### config.mk
export PLATFORM = sky130hd
export DESIGN_NAME = osc_freq_detect
export DESIGN_NICKNAME = d
export VERILOG_FILES = /design/src/rtl/osc_freq_detect.sv
export SDC_FILE = /design/constraint.sdc
export NUM_CORES = 1
export LEC_CHECK = 0
export CORE_UTILIZATION = 35
export CTS_BUF_LIST = sky130_fd_sc_hd__clkbuf_4
export DETAILED_ROUTE_END_ITERATION = 6
export GPL_ROUTABILITY_DRIVEN = 0
export PLACE_DENSITY = 0.55
export SLEW_MARGIN = 20
export SYNTH_ARGS = -nofsm -noshare
export SYNTH_HDL_FRONTEND = slang
export SYNTH_SLANG_ARGS = --single-unit
### constraint.sdc
create_clock -name clk -period 4 [get_ports clk]
set_input_delay 0.8 -clock clk [delete_from_list [all_inputs] [get_ports clk]]
set_output_delay 0.8 -clock clk [all_outputs]
set_load 0.01 [all_outputs]
### src/rtl/osc_freq_detect.sv
// osc_freq_detect
//
// Pitch detector for the sample path. Watches a stream of signed 16-bit
// samples, measures the number of sample beats between rising zero crossings
// and converts that period to a 12-bit frequency in Hz (SAMPLE_RATE / period,
// truncated, saturated at 4095) with a restoring divider that produces one
// quotient bit per clock.
//
// Optional feature macro: OSC_FREQ_HYST_EN
//   defined   - a crossing must be preceded by a sample below -THRESH (armed)
//   undefined - crossings use the sign test only, THRESH is unused
//
// Ports
//   clk          in   single clock, all logic on posedge
//   rst_n        in   synchronous active-low reset
//   sample_valid in   one-cycle strobe qualifying sample
//   sample       in   16-bit two's-complement audio sample
//   freq         out  last measured frequency in Hz (0 while no signal)
//   freq_valid   out  one-cycle pulse when freq updates from a measurement
//   no_signal    out  high while no valid measurement is held
//   busy         out  divider running
module osc_freq_detect #(
   parameter int SAMPLE_RATE = 48000,
   parameter int MAX_PERIOD  = 4095,
   parameter int THRESH      = 1024
) (
   input  logic        clk,
   input  logic        rst_n,
   input  logic        sample_valid,
   input  logic [15:0] sample,
   output logic [11:0] freq,
   output logic        freq_valid,
   output logic        no_signal,
   output logic        busy
);

   localparam logic [23:0] DIVIDEND    = 24'(SAMPLE_RATE);
   localparam logic [15:0] TIMEOUT_CNT = 16'(MAX_PERIOD - 1);
   // Out-of-range parameters would silently truncate the dividend, counter
   // limit or threshold; such a build never reports a crossing.
   localparam logic CFG_OK = (SAMPLE_RATE < 2**24) && (MAX_PERIOD < 2**16) &&
                             (MAX_PERIOD >= 2) && (THRESH >= 0) && (THRESH < 2**15);

   typedef enum logic [0:0] {
      SEEK  = 1'b0,
      COUNT = 1'b1
   } state_t;

   state_t      state_r, state_s;
   logic        prev_sign_r;
   logic [15:0] cnt_r;
   logic [15:0] divisor_r;
   logic [16:0] rem_r;
   logic [23:0] quot_r;
   logic [4:0]  iter_r;
   logic        busy_r;
   logic [11:0] freq_r;
   logic        freq_valid_r;
   logic        no_signal_r;

   logic        crossing_s;
   logic        start_s;
   logic        timeout_s;
   logic [16:0] rem_shift_s;
   logic [16:0] diff_s;
   logic [16:0] rem_next_s;
   logic [23:0] quot_next_s;

   // Quotient above the 12-bit range reads as the top code.
   function automatic logic [11:0] sat12(input logic [23:0] q);
      logic [11:0] r;
      if (q[23:12] != 12'd0) begin
         r = 12'hFFF;
      end else begin
         r = q[11:0];
      end
      return r;
   endfunction

`ifdef OSC_FREQ_HYST_EN
   localparam logic signed [16:0] NEG_THRESH = -(17'(THRESH));
   logic armed_r;
   logic below_s;

   // Sign-extended compare so -32768 and THRESH near 2^15 do not wrap.
   assign below_s    = $signed({sample[15], sample}) < NEG_THRESH;
   assign crossing_s = CFG_OK & sample_valid & prev_sign_r & ~sample[15] & armed_r;

   // Arming flag: set by a clearly negative beat, consumed by the crossing.
   always_ff @(posedge clk) begin
      if (!rst_n) begin
         armed_r <= 1'b0;
      end else if (crossing_s) begin
         armed_r <= 1'b0;
      end else if (sample_valid && below_s) begin
         armed_r <= 1'b1;
      end else begin
         armed_r <= armed_r;
      end
   end
`else
   assign crossing_s = CFG_OK & sample_valid & prev_sign_r & ~sample[15];
`endif

   // Control FSM next state plus start/timeout strobes for the datapath.
   always_comb begin
      state_s   = state_r;
      start_s   = 1'b0;
      timeout_s = 1'b0;
      case (state_r)
         SEEK: begin
            if (crossing_s) begin
               state_s = COUNT;
            end else begin
               state_s = SEEK;
            end
         end
         COUNT: begin
            // A crossing wins over a timeout on the same beat; a crossing
            // while the divider is busy is dropped.
            if (crossing_s) begin
               start_s = ~busy_r;
               state_s = COUNT;
            end else if (sample_valid && (cnt_r == TIMEOUT_CNT)) begin
               timeout_s = 1'b1;
               state_s   = SEEK;
            end else begin
               state_s = COUNT;
            end
         end
         default: begin
            state_s = SEEK;
         end
      endcase
   end

   // One restoring-division step: shift in the next dividend bit, subtract
   // the divisor and keep the difference when it is non-negative.
   always_comb begin
      rem_shift_s = {rem_r[15:0], quot_r[23]};
      diff_s      = rem_shift_s - {1'b0, divisor_r};
      if (diff_s[16]) begin
         rem_next_s = rem_shift_s;
      end else begin
         rem_next_s = diff_s;
      end
      quot_next_s = {quot_r[22:0], ~diff_s[16]};
   end

   // FSM state register.
   always_ff @(posedge clk) begin
      if (!rst_n) begin
         state_r <= SEEK;
      end else begin
         state_r <= state_s;
      end
   end

   // Previous sign and beat counter, both advanced only on sample beats.
   always_ff @(posedge clk) begin
      if (!rst_n) begin
         prev_sign_r <= 1'b0;
         cnt_r       <= 16'd0;
      end else if (sample_valid) begin
         prev_sign_r <= sample[15];
         if (crossing_s || timeout_s) begin
            cnt_r <= 16'd0;
         end else begin
            cnt_r <= cnt_r + 16'd1;
         end
      end else begin
         prev_sign_r <= prev_sign_r;
         cnt_r       <= cnt_r;
      end
   end

   // Divider sequencing and the registered outputs it feeds.
   always_ff @(posedge clk) begin
      if (!rst_n) begin
         divisor_r    <= 16'd0;
         rem_r        <= 17'd0;
         quot_r       <= 24'd0;
         iter_r       <= 5'd0;
         busy_r       <= 1'b0;
         freq_r       <= 12'd0;
         freq_valid_r <= 1'b0;
         no_signal_r  <= 1'b1;
      end else begin
         freq_valid_r <= 1'b0;
         if (timeout_s) begin
            // Loss of signal: abort any divide without a pulse.
            busy_r      <= 1'b0;
            freq_r      <= 12'd0;
            no_signal_r <= 1'b1;
         end else if (start_s) begin
            // period = cnt + 1 because the crossing beat itself is counted.
            divisor_r <= cnt_r + 16'd1;
            rem_r     <= 17'd0;
            quot_r    <= DIVIDEND;
            iter_r    <= 5'd23;
            busy_r    <= 1'b1;
         end else if (busy_r) begin
            rem_r  <= rem_next_s;
            quot_r <= quot_next_s;
            if (iter_r == 5'd0) begin
               busy_r       <= 1'b0;
               freq_r       <= sat12(quot_next_s);
               freq_valid_r <= 1'b1;
               no_signal_r  <= 1'b0;
            end else begin
               iter_r <= iter_r - 5'd1;
            end
         end else begin
            busy_r <= 1'b0;
         end
      end
   end

   assign freq       = freq_r;
   assign freq_valid = freq_valid_r;
   assign no_signal  = no_signal_r;
   assign busy       = busy_r;

endmodule

==> impl_metrics.env <==
export IMPL_synth_cell_type_count=56
export IMPL_viasPerCell=5.31
export IMPL_rows=42
export IMPL_finalClockSkew_ns=0.0234
export IMPL_synth_area_mm2=0.00483
export IMPL_critPathArrivalTime_ns=3.25
export IMPL_cts_sinks=94
export IMPL_synth_cells=565
export IMPL_cts_hold_buf=0
export IMPL_cts_setup_buffers=0
export IMPL_cts_buffer_depth=2
export IMPL_drive_gt1_share_pct=8.12
export IMPL_synth_edf_count=0
export IMPL_ant_nets=0
export IMPL_period_share_pct=71.1
export IMPL_die_h_um=119
export IMPL_grt_usage_pct=15.7
export IMPL_seq_area_frac_synth_pct=39.0
export IMPL_first_pass_iters=7
export IMPL_syn_to_final_growth_pct=9.64
export IMPL_critical_path_buf_inv_count=3
export IMPL_grt_max_degree=50
export IMPL_post_synth_top_count_cell="dfxtp_1"
export IMPL_clk_pin_slew_ns=0.17
export IMPL_grt_pass1_wl_mm=18.1
export IMPL_crit_chain="inv_1, ha_1, inv_1, fa_1, a211oi_1, o211a_1, o31ai_2, xnor2_1, buf_4, or4_1, nand3_1"
export IMPL_critPathSlowestCell="or4_1"
export IMPL_hold_depth=2
export IMPL_synth_avg_cell_area_um2=8.55
export IMPL_core_area_mm2=0.0133
export IMPL_slowest_delay_ns=0.53
export IMPL_r2r_slack_ns=1.16
export IMPL_grt_pass1_vias=3702
export IMPL_p_per_area_mw_per_mm2=284
export IMPL_grt_setup_unrepaired="no"
export IMPL_finalInstanceArea_mm2=0.00530
export IMPL_wirelength_mm=10.7
export IMPL_wire_per_inst_um=14.2
export IMPL_min_period_ns=2.84
export IMPL_multi_input_area_mm2=0.00273
export IMPL_vdd_drop_max_uv=177
export IMPL_io_pins=34
export IMPL_antenna_found_initial=1
export IMPL_portBuffers=18
export IMPL_crit_type="reg2reg"
export IMPL_rr_startpoint="quot_r[23]"
export IMPL_cts_root_buf="clkbuf_4"
export IMPL_max_slew_worst_pin_slew_ns=0.875
export IMPL_ys_flop_type="dfxtp_1"
export IMPL_crit_family="compound AO/OA/AOI/OAI gates"
export IMPL_start_util_pct=36.2
export IMPL_fin_nets=614
export IMPL_slew_limit_headroom_pct=41.6
export IMPL_leakage_nw=2.09
export IMPL_hold_path_end="no_signal"
export IMPL_die_area_mm2=0.0143
export IMPL_clk_latency_ns=0.46
export IMPL_drt_iter0_drc=176
export IMPL_tns_ns=0
export IMPL_drc=8
export IMPL_slew_violations=0
export IMPL_worstSetupStartpointType="flop"
export IMPL_required_ns=4.41
export IMPL_grt_ovfl_total=0
export IMPL_worst_setup_path_end_kind="flop"
export IMPL_rr_endpoint="rem_r[7]"
export IMPL_fp_dieW_um=119
export IMPL_synth_area_leaders="dfxtp_1, nand2_1, ha_1, nand3_1, xnor2_1"
export IMPL_dp_hpwl_mm=7.52
export IMPL_hold_violations=0
export IMPL_path_common_cell="inv_1"
export IMPL_yosys_area_top_type_share_pct=39.0
export IMPL_path_max_fanout=17
export IMPL_hp_class="reg2reg"
export IMPL_synth_warnings=0
export IMPL_synth_common_cells="dfxtp_1, nand2_1, nand3_1"
export IMPL_setup_viol=0
export IMPL_cts_tree="built"
export IMPL_status="finished, violations left"
export IMPL_cap_violations=0
export IMPL_r2r_worst_path_cells=11
export IMPL_postSynth_asyncResetShare_pct=0
export IMPL_violations="DRC"
export IMPL_cts_buffers=9
export IMPL_synth_area_leader_cell="dfxtp_1"
export IMPL_fmax_mhz=352
export IMPL_cp_startpoint="quot_r[23]"
export IMPL_fill_cells=1399
export IMPL_hold_start="no_signal"
export IMPL_cts_resized=0
export IMPL_dpl_cell_area_mm2=0.00517
export IMPL_vias=4015
export IMPL_power_mw=1.50
export IMPL_ys_ff_latch=94
export IMPL_seq_area_mm2=0.00188
export IMPL_syn_nets=605
export IMPL_h_tree_depth=3
report_power, final:
part           switching, mW  internal, mW  total (mW)
Sequential           0.00379         0.941       0.945
Combinational         0.0438        0.0277      0.0714
Clock                  0.353         0.135       0.488
Total                  0.401          1.10        1.50
placed cells by master, fill, tap and decap left out, types with 2 or more instances in the layout:
cell type / instances
nor3b_1: 7
a32oi_1: 6
nor2_1: 27
inv_1: 23
nand4_1: 4
nand3b_1: 2
inv_6: 4
a31oi_1: 8
o21ai_0: 23
clkinvlp_4: 2
nor3_1: 7
ha_1: 20
a21boi_0: 15
and3_1: 12
a22oi_1: 5
a22o_1: 2
xnor2_1: 24
o221a_2: 8
nor2b_1: 20
buf_4: 11
dfxtp_1: 94
a21oi_1: 23
o311a_1: 2
mux2i_1: 2
a211oi_1: 2
xor2_1: 6
o21a_1: 10
or2_2: 2
nand3_1: 46
clkbuf_4: 9
o22ai_1: 12
a21o_1: 3
nand2_1: 72
o211a_1: 17
clkdlybuf4s50_1: 17
nor4_1: 5
and2_1: 5
routing by layer:
layer | global-route usage [%] | vias up | share of wire, %
li1 | - | 2056 | -
met1 | 22.2 | 1903 | 50
met2 | 23.9 | 44 | 46
met3 | 2.01 | 12 | 2.1
met4 | 6.56 | 0 | 1.6
met5 | 0 | - | 0
tightest hold or removal path: cells and delay by family (launching register included):
family / cells / cell delay, ns
DFF: 1 / 0.35
and+or+nand+nor: 2 / 0.09
cell type report:
class                           instances  area share (%)
Sequential cell                        94            35.5
Multi-Input combinational cell        417            51.5
Clock inverter                          7            1.02
Inverter                               23            1.63
Tap cell                              176            4.16
Clock buffer                            9            1.28
Timing Repair Buffer                   29            4.87
Antenna cell                            1          0.0473
registers in the layout, summed over array words and instances (netlist names):
signal	cells
freq_valid	1
no_signal	1
state_r	1
freq	12
prev_sign_r	1
iter_r	5
divisor_r	16
rem_r	16
quot_r	24
busy	1
cnt_r	16
stage by stage:
stage	setup WS (ns)	cells	utilization, %	hold slack (ns)
after floorplan	1.55	565	-	0.441
after global placement	0.810	739	38.7	0.437
after detailed placement	0.783	739	38.7	0.445
after CTS	1.15	755	39.7	0.467
after global routing	0.986	756	39.7	0.506
final	1.16	756	39.7	0.462
worst max path at each step:
| stage | end | slack, ns | cells past startpoint |
|---|---|---|---|
| 2_1_floorplan | rem_r[5] | 1.55 | 10 |
| 3_3_place_gp | iter_r[2] | 0.81 | 8 |
| 3_5_place_dp | iter_r[2] | 0.78 | 8 |
| 4_1_cts | rem_r[7] | 1.15 | 11 |
| 5_1_grt | iter_r[2] | 0.99 | 9 |
| 6_report | rem_r[7] | 1.16 | 11 |
cell families after synthesis:
family	synth area share, %
buffers and inverters	4.66
xor gates and xnor gates	5.44
DFF	39.0
muxes	0.415
AOI/OAI and AO/OA	22.3
and+or+nand+nor	22.7
adders and majority gates	5.60
Note: power is estimated with default switching activity, not from simulation.
